File: config.mk
export PLATFORM = sky130hd
export DESIGN_NAME = vpg_mode_apply
export DESIGN_NICKNAME = d
export VERILOG_FILES = /design/src/rtl/vpg_mode_apply.sv
export SDC_FILE = /design/constraint.sdc
export NUM_CORES = 1
export LEC_CHECK = 0
export BUFFER_PORTS_ARGS = -buffer_cell sky130_fd_sc_hd__buf_2
export CORE_UTILIZATION = 50
export DETAILED_ROUTE_END_ITERATION = 16
export GPL_TIMING_DRIVEN = 0
export PLACE_DENSITY_LB_ADDON = 0.3
export RECOVER_POWER = 100
export SLEW_MARGIN = 30
export SYNTH_ARGS = -nofsm -noshare
export SYNTH_HDL_FRONTEND = slang
export SYNTH_SLANG_ARGS = --single-unit
File: constraint.sdc
create_clock -name clk -period 2.3 [get_ports clk]
set_input_delay 0.23 -clock clk [delete_from_list [all_inputs] [get_ports clk]]
set_output_delay 0.23 -clock clk [all_outputs]
set_load 0.03 [all_outputs]
File: src/rtl/vpg_mode_apply.sv
// vpg_mode_apply: applies a requested video mode by blanking, reconfiguring the pixel PLL and reloading timing
module vpg_mode_apply #(
  parameter int LOCK_STABLE = 16,
  parameter int TIMEOUT_W   = 20
) (
  input  logic       clk,
  input  logic       reset_n,
  input  logic       vpg_mode_change,
  input  logic [3:0] vpg_mode,
  input  logic       frame_end,
  input  logic       pll_reconfig_ack,
  input  logic       pll_locked,
  output logic       pll_reconfig_req,
  output logic [3:0] pll_mode,
  output logic       timing_load,
  output logic [3:0] active_mode,
  output logic       video_enable,
  output logic       busy,
  output logic       error
);
  localparam logic [3:0] MODE_FHD = 4'd4;
  localparam int CNT_W = $clog2(LOCK_STABLE + 1);
  typedef enum logic [2:0] {IDLE, DRAIN, REQ, WAIT_LOCK, LOAD} state_t;
  state_t state_q, state_d;
  logic chg_q, lk1_q, lk2_q;
  logic req_q, req_d, video_q, video_d, err_q, err_d, pend_q, pend_d, reentry;
  logic [3:0] target_q, target_d, mode_q, mode_d, active_q, active_d;
  logic [TIMEOUT_W-1:0] to_q, to_d;
  logic [CNT_W-1:0] cnt_q, cnt_d;
  logic chg_ok, tmo, lock_ok;
  assign chg_ok   = vpg_mode_change & ~chg_q & (vpg_mode <= MODE_FHD);
  assign target_d = chg_ok ? vpg_mode : target_q;
  assign tmo      = &to_q;
  assign lock_ok  = cnt_q == CNT_W'(LOCK_STABLE);
  // next-state logic; every entry into REQ latches the newest target onto pll_mode
  always_comb begin
    state_d = state_q;
    req_d   = req_q;
    mode_d  = mode_q;
    err_d   = err_q;
    reentry = 1'b0;
    pend_d  = pend_q | (chg_ok & (state_q == REQ || state_q == WAIT_LOCK || state_q == LOAD));
    case (state_q)
      IDLE: if (chg_ok) state_d = DRAIN;
      DRAIN: if (frame_end | tmo) begin
        state_d = REQ;
        req_d   = 1'b1;
        mode_d  = target_d;
      end
      REQ: if (req_q & pll_reconfig_ack) begin
        state_d = WAIT_LOCK;
        req_d   = 1'b0;
      end else if (!req_q) begin
        req_d  = 1'b1;
        mode_d = target_d;
      end else if (tmo) begin
        req_d   = 1'b0;
        err_d   = 1'b1;
        reentry = 1'b1;
      end
      WAIT_LOCK: if (lock_ok) begin
        state_d = LOAD;
        err_d   = 1'b0;
      end else if (tmo) begin
        state_d = REQ;
        req_d   = 1'b1;
        mode_d  = target_d;
        err_d   = 1'b1;
      end
      LOAD: begin
        pend_d  = 1'b0;
        state_d = (pend_q | chg_ok) ? REQ : IDLE;
        req_d   = pend_q | chg_ok;
        mode_d  = (pend_q | chg_ok) ? target_d : mode_q;
      end
      default: state_d = IDLE;
    endcase
  end
  assign active_d = (state_d == LOAD && state_q != LOAD) ? mode_q : active_q;
  assign video_d  = (state_d == IDLE) & (video_q | (state_q == LOAD));
  assign to_d     = (state_d != state_q || reentry) ? '0 : tmo ? to_q : to_q + 1'b1;
  assign cnt_d    = (state_q == WAIT_LOCK && state_d == WAIT_LOCK && lk2_q) ? cnt_q + 1'b1 : '0;
  // two-flop synchroniser for the asynchronous PLL lock
  always_ff @(posedge clk or negedge reset_n) begin
    if (!reset_n) begin
      lk1_q <= 1'b0;
      lk2_q <= 1'b0;
    end else begin
      lk1_q <= pll_locked;
      lk2_q <= lk1_q;
    end
  end
  // sequencer state and registered outputs
  always_ff @(posedge clk or negedge reset_n) begin
    if (!reset_n) begin
      state_q  <= IDLE;
      chg_q    <= 1'b1;
      req_q    <= 1'b0;
      video_q  <= 1'b0;
      err_q    <= 1'b0;
      pend_q   <= 1'b0;
      target_q <= MODE_FHD;
      mode_q   <= MODE_FHD;
      active_q <= MODE_FHD;
      to_q     <= '0;
      cnt_q    <= '0;
    end else begin
      state_q  <= state_d;
      chg_q    <= vpg_mode_change;
      req_q    <= req_d;
      video_q  <= video_d;
      err_q    <= err_d;
      pend_q   <= pend_d;
      target_q <= target_d;
      mode_q   <= mode_d;
      active_q <= active_d;
      to_q     <= to_d;
      cnt_q    <= cnt_d;
    end
  end
  assign pll_reconfig_req = req_q;
  assign pll_mode         = mode_q;
  assign timing_load      = state_q == LOAD;
  assign active_mode      = active_q;
  assign video_enable     = video_q;
  assign busy             = state_q != IDLE;
  assign error            = err_q;
endmodule

==> out/results.ini, run 1 <==
[run_status]
status=finished clean

[critical_path]
rr_startpoint=to_q[0]
cp.arrival_ns=2.40
endpoint_kind=flop
crit_type=reg -> reg
critPathLaunchType=flop
startpoint=to_q[0]
cp_max_fo=10
critPathRequiredTime_ns=2.53

[routing]
vias_per_cell=5.77
drt_pass1_iterations=4
ant_nets=0
initialDrtViolationCount=162
wl_um=5350
vias=1975
wl_per_cell_um=15.6
drc=0

[grt]
grt_overflow_total=0
antenna_found_initial=0
grt_most_used_layer=met2
grt_start_max_net_pins=48
grt_use_met2=0.335
grt.met1_usage=0.308
grt_pass1_wl_um=8910
use_met3=0.0453
grt_pass1_vias=1876
grt_use_total=0.219

[power]
cellInternalPower_uw=1480
p_leak_uw=0.00119
comb_power_share=0.246
sequentialPowerShare=0.471
max-vdd-ir-drop_mv=0.460
powerDensity_nw_per_um2=788
p_sw_uw=763
clock_power_share=0.282
switching_share=0.340

[cells_and_area]
final_area_um2=2850
drive_above_1_share=0.244
nFillCells=433
fin_util=0.592
nets=287
area_growth_pct=12.2
n_antenna_cell=0

[hold_path]
hp-start=vpg_mode_change
min_path_type=in -> reg

[sta]
maxSlewHeadroom=0.217
setup_violations=0
finalHoldViolCount=0
layout_min_cycle_time_ns=2.17
finClkSkew_ns=0.00759
finalMaxSlewViolations=0
rsz0062_at_grt=false
finalCritPeriodShare=0.945
tightest_slew_ns=1.17
fmax_ghz=0.460
setup-tns-final_ns=0

[synth]
synth-seq-area-share=0.465
yosysMostFrequentCell=dfrtp_1
synthArstFlopShare=1.00
synth_cell_types=58
synth-edff-count=0
ys_warn_count=0
synth_area_per_cell_um2=10.5
synth-seq-cells=47
synth.area.top_cells=dfrtp_1 42%, dfstp_2 4.1%, nor2_1 3.2%
synthCells=241
synth_area_um2=2540
yosys.area.top_type=dfrtp_1
yosys-top-cells-count=43 x dfrtp_1, 22 x nor2_1, 18 x nand2_1
syn-num-nets=254
synth_top_area_share=0.423
ys.flop_type=dfrtp_1

[clocking]
root_buffer=clkbuf_8
cts_sinks=47
path_clk_slew_ns=0.09
worstSkewPairLatency_ns=0.31
cts_tree=built
numCtsBuffers=5
clockBufferDepth=2
cts_max_level=2

[floorplan]
die_h_um=73.3
ioPinCount=23
die_w_um=73.3
start_util=0.528
num_rows=25
die-area_um2=5370
core_area_um2=4820

[place]
place_area_um2=2750
gp_congestion=0.824
dpl.hpwl_um=3800
place.port_buffers=22

[flow_run]
maxCapViolations=0

-- cell type report --
cell class,instances,area (µm²),share of cell area
Clock inverter,3,47.5,0.0167
Clock buffer,5,68.8,0.0241
Inverter,10,37.5,0.0132
Multi-Input combinational cell,174,1220,0.427
Tap cell,67,83.8,0.0294
Buffer,10,86.3,0.0303
Sequential cell,47,1180,0.415
Timing Repair Buffer,26,126,0.0443
-- cells by family after synthesis --
| group | after synthesis | synth area share |
|---|---|---|
| mux | 9 | 0.0394 |
| simple gates | 100 | 0.242 |
| compound gates | 53 | 0.159 |
| buf+inv | 20 | 0.0487 |
| flops | 47 | 0.465 |
| fa+ha+maj | 3 | 0.0148 |
| xor+xnor | 9 | 0.0310 |
-- routing by layer --
layer  vias up  share of wire
li1        945              -
met1       983           0.49
met2        40           0.46
met3         7          0.033
met4         0          0.013
met5         -              0
-- what timing repair did --
item	CTS	global route
endpoints found under the setup margin	9	24
hold buffers	1	0
pin swaps	1	0
endpoints found under the hold margin	43	0
buffers inserted	3	0
gates resized for setup	0	3
-- registers in the layout (all words and copies together) (netlist names) --
signal,flops
video_enable,1
lk1_q,1
state_q,3
lk2_q,1
to_q,20
target_q,4
pll_reconfig_req,1
pend_q,1
cnt_q,5
active_mode,4
error,1
chg_q,1
pll_mode,4
-- critical path, cell delays in order (launching register included) --
cell and delay [ns]:
dfrtp_2 0.44, ha_2 0.26, nand3_2 0.14, buf_6 0.17
or2_4 0.26, nor3_2 0.28, buf_6 0.20, buf_12 0.13
o21ai_0 0.07, a21oi_1 0.15
-- power by group through the flow --
stage          registers (µW)  clock network [µW]  logic (µW)
2_1_floorplan            1110                   0         365
3_3_place_gp             1060                   0         562
3_5_place_dp             1070                   0         578
4_1_cts                  1050                 649         581
5_1_grt                  1080                 682         616
6_report                 1060                 634         554
-- final timing paths --
| path | end | slack [ns] | cells past startpoint |
|---|---|---|---|
| worst max-delay path | to_q[2] | 0.13 | 9 |
| worst max register to register | to_q[2] | 0.13 | 9 |
| min in group asynchronous | to_q[15] | 0.69 | 2 |
| worst min-delay path | chg_q | 0.02 | 1 |
| worst min register to register | lk2_q | 0.36 | 0 |
| max in group asynchronous | to_q[1] | 0.83 | 2 |
-- through the flow --
stage	hold WS, ns	setup slack (ns)	instances	power [µW]
6_report	0.0174	0.127	342	2250
5_1_grt	0.000494	0.0271	342	2380
4_1_cts	0.00475	0.0611	342	2280
3_5_place_dp	0.283	-0.151	330	1650
3_3_place_gp	0.343	-0.0826	330	1620
2_1_floorplan	-0.0656	0.194	241	1470
-- placed cells by master, fill, tap and decap left out, types with 6 or more instances in the layout --
cell type,n
o31ai_1,10
clkbuf_1,15
or4_1,10
inv_1,10
dfrtp_1,41
a21oi_1,16
buf_2,9
a21oi_2,6
nor2_1,22
nand3_1,11
xnor2_1,6
nand2_1,18
mux2_2,7
No activity file was read; power rests on OpenSTA's default activity.
==> run 2: changes to the inputs <==
--- a/config.mk
+++ b/config.mk
@@ -10,7 +10,7 @@
 export DETAILED_ROUTE_END_ITERATION = 16
 export GPL_TIMING_DRIVEN = 0
 export PLACE_DENSITY_LB_ADDON = 0.3
-export RECOVER_POWER = 100
+export RECOVER_POWER = 25
 export SLEW_MARGIN = 30
 export SYNTH_ARGS = -nofsm -noshare
 export SYNTH_HDL_FRONTEND = slang
==> run 2 against run 1 <==
Compared with the run above: count of clock-buffer cells in the layout unchanged; total power up 1.1%; largest cell class unchanged; routed wire length down 0.45%; utilization up 0.91 points; sequential power about the same; critical path depth down 1; via count about the same; worst hold slack better by 0.00061 ns; register-to-register slack better by 0.02 ns; clock skew up 0.0021 ns; setup slack better by 0.021 ns; largest power group unchanged.
==> out/results.ini, run 2 (synthesis results as in run 1) <==
[routing]
drc=0  ; unchanged
vias=1976  ; +0.051%
vias_per_cell=5.78  ; about the same
drt_pass1_iterations=4  ; unchanged
initialDrtViolationCount=119  ; -27%
wl_per_cell_um=15.6  ; -0.45%
ant_nets=0  ; unchanged
wl_um=5330  ; -0.45%

[critical_path]
cp.arrival_ns=2.34  ; -0.06 ns
critPathRequiredTime_ns=2.49  ; -0.04 ns
endpoint_kind=flop
critPathLaunchType=flop
crit_type=reg -> reg
cp_max_fo=10  ; unchanged

[clocking]
numCtsBuffers=5  ; unchanged
cts_tree=built
path_clk_slew_ns=0.09  ; about the same
cts_max_level=2  ; unchanged
cts_sinks=47  ; unchanged
clockBufferDepth=2  ; unchanged
worstSkewPairLatency_ns=0.31  ; about the same
root_buffer=clkbuf_8

[grt]
grt_pass1_vias=1876  ; unchanged
grt_use_total=0.219  ; unchanged
grt_overflow_total=0  ; unchanged
grt_pass1_wl_um=8910  ; unchanged
grt_start_max_net_pins=48  ; unchanged
antenna_found_initial=0  ; unchanged

[floorplan]
die_h_um=73.3  ; unchanged
die-area_um2=5370  ; unchanged
start_util=0.528  ; unchanged
core_area_um2=4820  ; unchanged
num_rows=25  ; unchanged
ioPinCount=23  ; unchanged
die_w_um=73.3  ; unchanged

[cells_and_area]
n_antenna_cell=0  ; unchanged
mostFrequentLayoutCells=41 x dfrtp_1, 23 x buf_2, 22 x nor2_1
final_common_cell=dfrtp_1
area_growth_pct=13.9
fin_util=0.601  ; +0.00909
largest_reg_flops=20  ; unchanged
largestRegisters=to_q: 20 flops, cnt_q: 5 flops
top_register=to_q
drive_above_1_share=0.302  ; +0.0582
final_cells=342  ; unchanged
nets=287  ; unchanged

[sta]
finalMaxSlewViolations=0  ; unchanged
finalCritPeriodShare=0.936  ; -0.00909
finalHoldViolCount=0  ; unchanged
rsz0062_at_grt=false
tightest_slew_ns=1.17  ; -0.00570 ns
maxSlewHeadroom=0.221  ; +0.00380
finClkSkew_ns=0.00967  ; +0.00208 ns
layout_min_cycle_time_ns=2.15  ; -0.0209 ns
setup_violations=0  ; unchanged
fmax_ghz=0.465  ; +0.97%

[hold_path]
min_path_type=in -> reg

[power]
p_leak_uw=0.00126  ; +6.0%
powerDensity_nw_per_um2=784  ; -0.44%
max-vdd-ir-drop_mv=0.460  ; about the same

[place]
dpl.hpwl_um=3800  ; unchanged
gp_congestion=0.824  ; unchanged
placedCellCount=330  ; unchanged
place.port_buffers=22  ; unchanged

[run_status]
status=finished clean

[flow_run]
maxCapViolations=0  ; unchanged

-- run 2: changes by cell type in the layout (fill, tap and decap cells not counted), sizes merged --
cell | before | now
clkbuf | 22 | 8
buf | 18 | 32
-- run 2: what timing repair did --
action | 4_1_cts | 5_1_grt
endpoints found under the hold margin | 43 | 0
gates resized for setup | 0 | 3
pin swaps | 1 | 0
hold buffers | 1 | 0
setup buffers | 3 | 0
endpoints found under the setup margin | 9 | 24
-- run 2: worst max-delay path, cell delays in order, from the launching register on --
cell	delay [ns]
dfrtp_2	0.44
ha_2	0.26
nand3_2	0.14
buf_6	0.17
or2_4	0.26
nor3_4	0.30
a2bb2oi_2	0.18
buf_4	0.22
a21oi_1	0.07
-- run 2: layer usage --
| metal | share of wire | global-route usage | vias up |
|---|---|---|---|
| met3 | 0.047 | 0.0453 | 7 |
| met1 | 0.48 | 0.308 | 975 |
| met4 | 0.012 | 0.0812 | 0 |
| met2 | 0.46 | 0.335 | 50 |
| li1 | - | - | 944 |
| met5 | 0 | 0 | - |
-- run 2: worst paths after layout --
kind | depth (start not counted) | to | startpoint | slack, ns
worst max-delay path | 8 | to_q[2] | to_q[0] | 0.15
worst min-delay path | 1 | chg_q | vpg_mode_change | 0.02
worst max register to register | 8 | to_q[2] | to_q[0] | 0.15
worst min register to register | 0 | lk2_q | lk1_q | 0.37
max in group asynchronous | 2 | to_q[1] | reset_n | 0.83
min in group asynchronous | 2 | to_q[15] | reset_n | 0.69
-- run 2: cell type report --
class / instances / area, µm²
Fill cell: 421 / 1920
Multi-Input combinational cell: 174 / 1250
Clock inverter: 3 / 47.5
Timing Repair Buffer: 26 / 143
Tap cell: 67 / 83.8
Inverter: 10 / 37.5
Clock buffer: 5 / 68.8
Buffer: 10 / 86.3
Sequential cell: 47 / 1180
-- run 2: where the power goes --
group | switching [µW] | internal, µW | total (µW) | leakage, µW
Clock | 302 | 330 | 631 | 0.0000587
Sequential | 117 | 944 | 1060 | 0.000606
Combinational | 350 | 230 | 580 | 0.000598
-- run 2: per-stage QoR --
stage / cell area, µm² / total power, µW / hold slack [ns] / TNS (ns) / setup WS, ns
finish: 2900 / 2270 / 0.0180 / 0 / 0.148
global route: 2900 / 2410 / 0.000494 / 0 / 0.0329
CTS: 2890 / 2280 / 0.00475 / 0 / 0.0611
detailed placement: 2750 / 1650 / 0.283 / -0.507 / -0.151
global placement: 2740 / 1620 / 0.343 / -0.485 / -0.0826
floorplan: 2540 / 1470 / -0.0656 / 0 / 0.194
==> run 3: changes to the inputs <==
--- a/config.mk
+++ b/config.mk
@@ -11,6 +11,7 @@
 export GPL_TIMING_DRIVEN = 0
 export PLACE_DENSITY_LB_ADDON = 0.3
 export RECOVER_POWER = 25
+export SETUP_SLACK_MARGIN = 0.15
 export SLEW_MARGIN = 30
 export SYNTH_ARGS = -nofsm -noshare
 export SYNTH_HDL_FRONTEND = slang
==> run 3 against run 2 <==
Compared with the run above: clock power rose by 0.6%; sequential share of layout area fell by 0.74 points; maximum frequency rose by 7.0%; first-iteration DRC count is 41% higher; sequential cell count did not move; clock skew up 0.0019 ns; sequential power about the same; global-route usage increased by 0.095 points; cell count is 1.2% higher; count of clock-buffer cells in the layout is the same; worst hold slack about the same; setup slack improved by 0.14 ns; critical path type unchanged; largest power group unchanged; highest routed layer unchanged.
==> out/results.ini, run 3 (synthesis results as in run 1) <==
[run_status]
status=finished clean

[grt]
grt_overflow_total=0  ; unchanged
grt_pass1_vias=1896  ; +1.1%
grt_pass1_wl_um=8960  ; +0.63%
antenna_found_initial=0  ; unchanged
grt_use_total=0.220  ; +0.000946
grt_start_max_net_pins=48  ; unchanged

[floorplan]
num_rows=25  ; unchanged
start_util=0.528  ; unchanged
die-area_um2=5370  ; unchanged
ioPinCount=23  ; unchanged
core_area_um2=4820  ; unchanged
die_h_um=73.3  ; unchanged
die_w_um=73.3  ; unchanged

[power]
max-vdd-ir-drop_mv=0.462  ; +0.33%
p_leak_uw=0.00129  ; +1.8%
powerDensity_nw_per_um2=792  ; +0.97%
total_power_uw=2330  ; +2.7%

[cells_and_area]
top_register=to_q
final_common_cell=dfrtp_1
largestRegisters=to_q: 20 flops, cnt_q: 5 flops
mostFrequentLayoutCells=42 x dfrtp_1, 23 x buf_2, 21 x nor2_1
final_cells=346  ; +1.2%
area_growth_pct=15.9
nFillCells=411  ; -2.4%
n_antenna_cell=0  ; unchanged
nets=291  ; +1.4%
drive_above_1_share=0.312  ; +0.0100
largest_reg_flops=20  ; unchanged

[sta]
finClkSkew_ns=0.0116  ; +0.00195 ns
fmax_ghz=0.497  ; +7.0%
maxSlewHeadroom=0.222  ; +0.000500
layout_min_cycle_time_ns=2.01  ; -0.140 ns
tightest_slew_ns=1.17  ; -0.000749 ns
finalHoldViolCount=0  ; unchanged
finalMaxSlewViolations=0  ; unchanged
rsz0062_at_grt=false
setup_violations=0  ; unchanged
finalCritPeriodShare=0.875  ; -0.0609

[routing]
drc=0  ; unchanged
wl_per_cell_um=15.6  ; about the same
vias=1986  ; +0.51%
initialDrtViolationCount=168  ; +41%
drt_pass1_iterations=4  ; unchanged
vias_per_cell=5.74  ; -0.66%
wl_um=5390  ; +1.2%
ant_nets=0  ; unchanged

[critical_path]
endpoint_kind=flop
cp.arrival_ns=2.24  ; -0.10 ns
critPathRequiredTime_ns=2.53  ; +0.04 ns
critPathLaunchType=flop
cp_max_fo=10  ; unchanged
crit_type=reg -> reg

[place]
dpl.hpwl_um=3800  ; unchanged
placedCellCount=330  ; unchanged
gp_congestion=0.824  ; unchanged
place.port_buffers=22  ; unchanged

[clocking]
worstSkewPairLatency_ns=0.31  ; about the same
clockBufferDepth=2  ; unchanged
root_buffer=clkbuf_8
path_clk_slew_ns=0.10  ; about the same
numCtsBuffers=5  ; unchanged
cts_sinks=47  ; unchanged
cts_max_level=2  ; unchanged
cts_tree=built

[flow_run]
maxCapViolations=0  ; unchanged

[hold_path]
min_path_type=in -> reg

run 3: cell count changes in the layout (fill, tap and decap cells not counted), sizes merged:
cell,previous run,this run
buf,32,36
run 3: worst max-delay path: stages, from the launching register on:
cell and delay, ns:
dfrtp_2 0.42, ha_4 0.18, nand3_2 0.13, buf_6 0.17, or2_4 0.26, nor3_4 0.23
buf_6 0.18, buf_12 0.14, o21ai_0 0.07, a21oi_1 0.15
run 3: cell type report:
class / count / area [µm²] / share of cell area
clock buffer: 5 / 68.8 / 0.0234
timing repair buffer: 30 / 173 / 0.0586
tap: 67 / 83.8 / 0.0285
multi-input combinational: 174 / 1270 / 0.430
inverter: 10 / 37.5 / 0.0127
clock inverter: 3 / 47.5 / 0.0161
buffer: 10 / 86.3 / 0.0293
sequential: 47 / 1180 / 0.401
run 3: power by group:
part           switching (µW)  internal, µW  leakage (µW)
clock network             305           330     0.0000587
registers                 108           942      0.000608
logic                     375           275      0.000620
total                     787          1550       0.00129
run 3: stage by stage:
step	area (µm²)	TNS (ns)	util	setup WS (ns)	hold WS, ns
global placement	2740	-0.485	0.568	-0.0826	0.343
floorplan	2540	0	-	0.194	-0.0656
detailed placement	2750	-0.507	0.570	-0.151	0.283
finish	2950	0	0.612	0.288	0.0179
global route	2950	0	0.612	0.184	0.000640
CTS	2910	0	0.603	0.164	0.00475
run 3: routing by layer:
metal | track usage | share of wire | vias up
met5 | 0 | 0 | -
met4 | 0.0833 | 0.0054 | 0
met3 | 0.0453 | 0.040 | 4
met2 | 0.338 | 0.48 | 46
met1 | 0.307 | 0.48 | 988
li1 | - | - | 948
run 3: timing repair:
action | in CTS | in global routing
endpoints found under the hold margin | 43 | 0
hold buffers | 1 | 0
endpoints found under the setup margin | 29 | 33
gates cloned | 0 | 0
pin swaps | 1 | 1
resized for setup | 2 | 3
setup buffers | 4 | 3
run 3: path summary, 6_finish.rpt:
path	depth (start not counted)	endpoint	slack [ns]	from
worst max-delay path	9	to_q[2]	0.29	to_q[0]
worst min-delay path	1	chg_q	0.02	vpg_mode_change
worst max register to register	9	to_q[2]	0.29	to_q[0]
worst min register to register	0	lk2_q	0.36	lk1_q
max in group asynchronous	2	to_q[0]	0.83	reset_n
min in group asynchronous	2	to_q[15]	0.69	reset_n
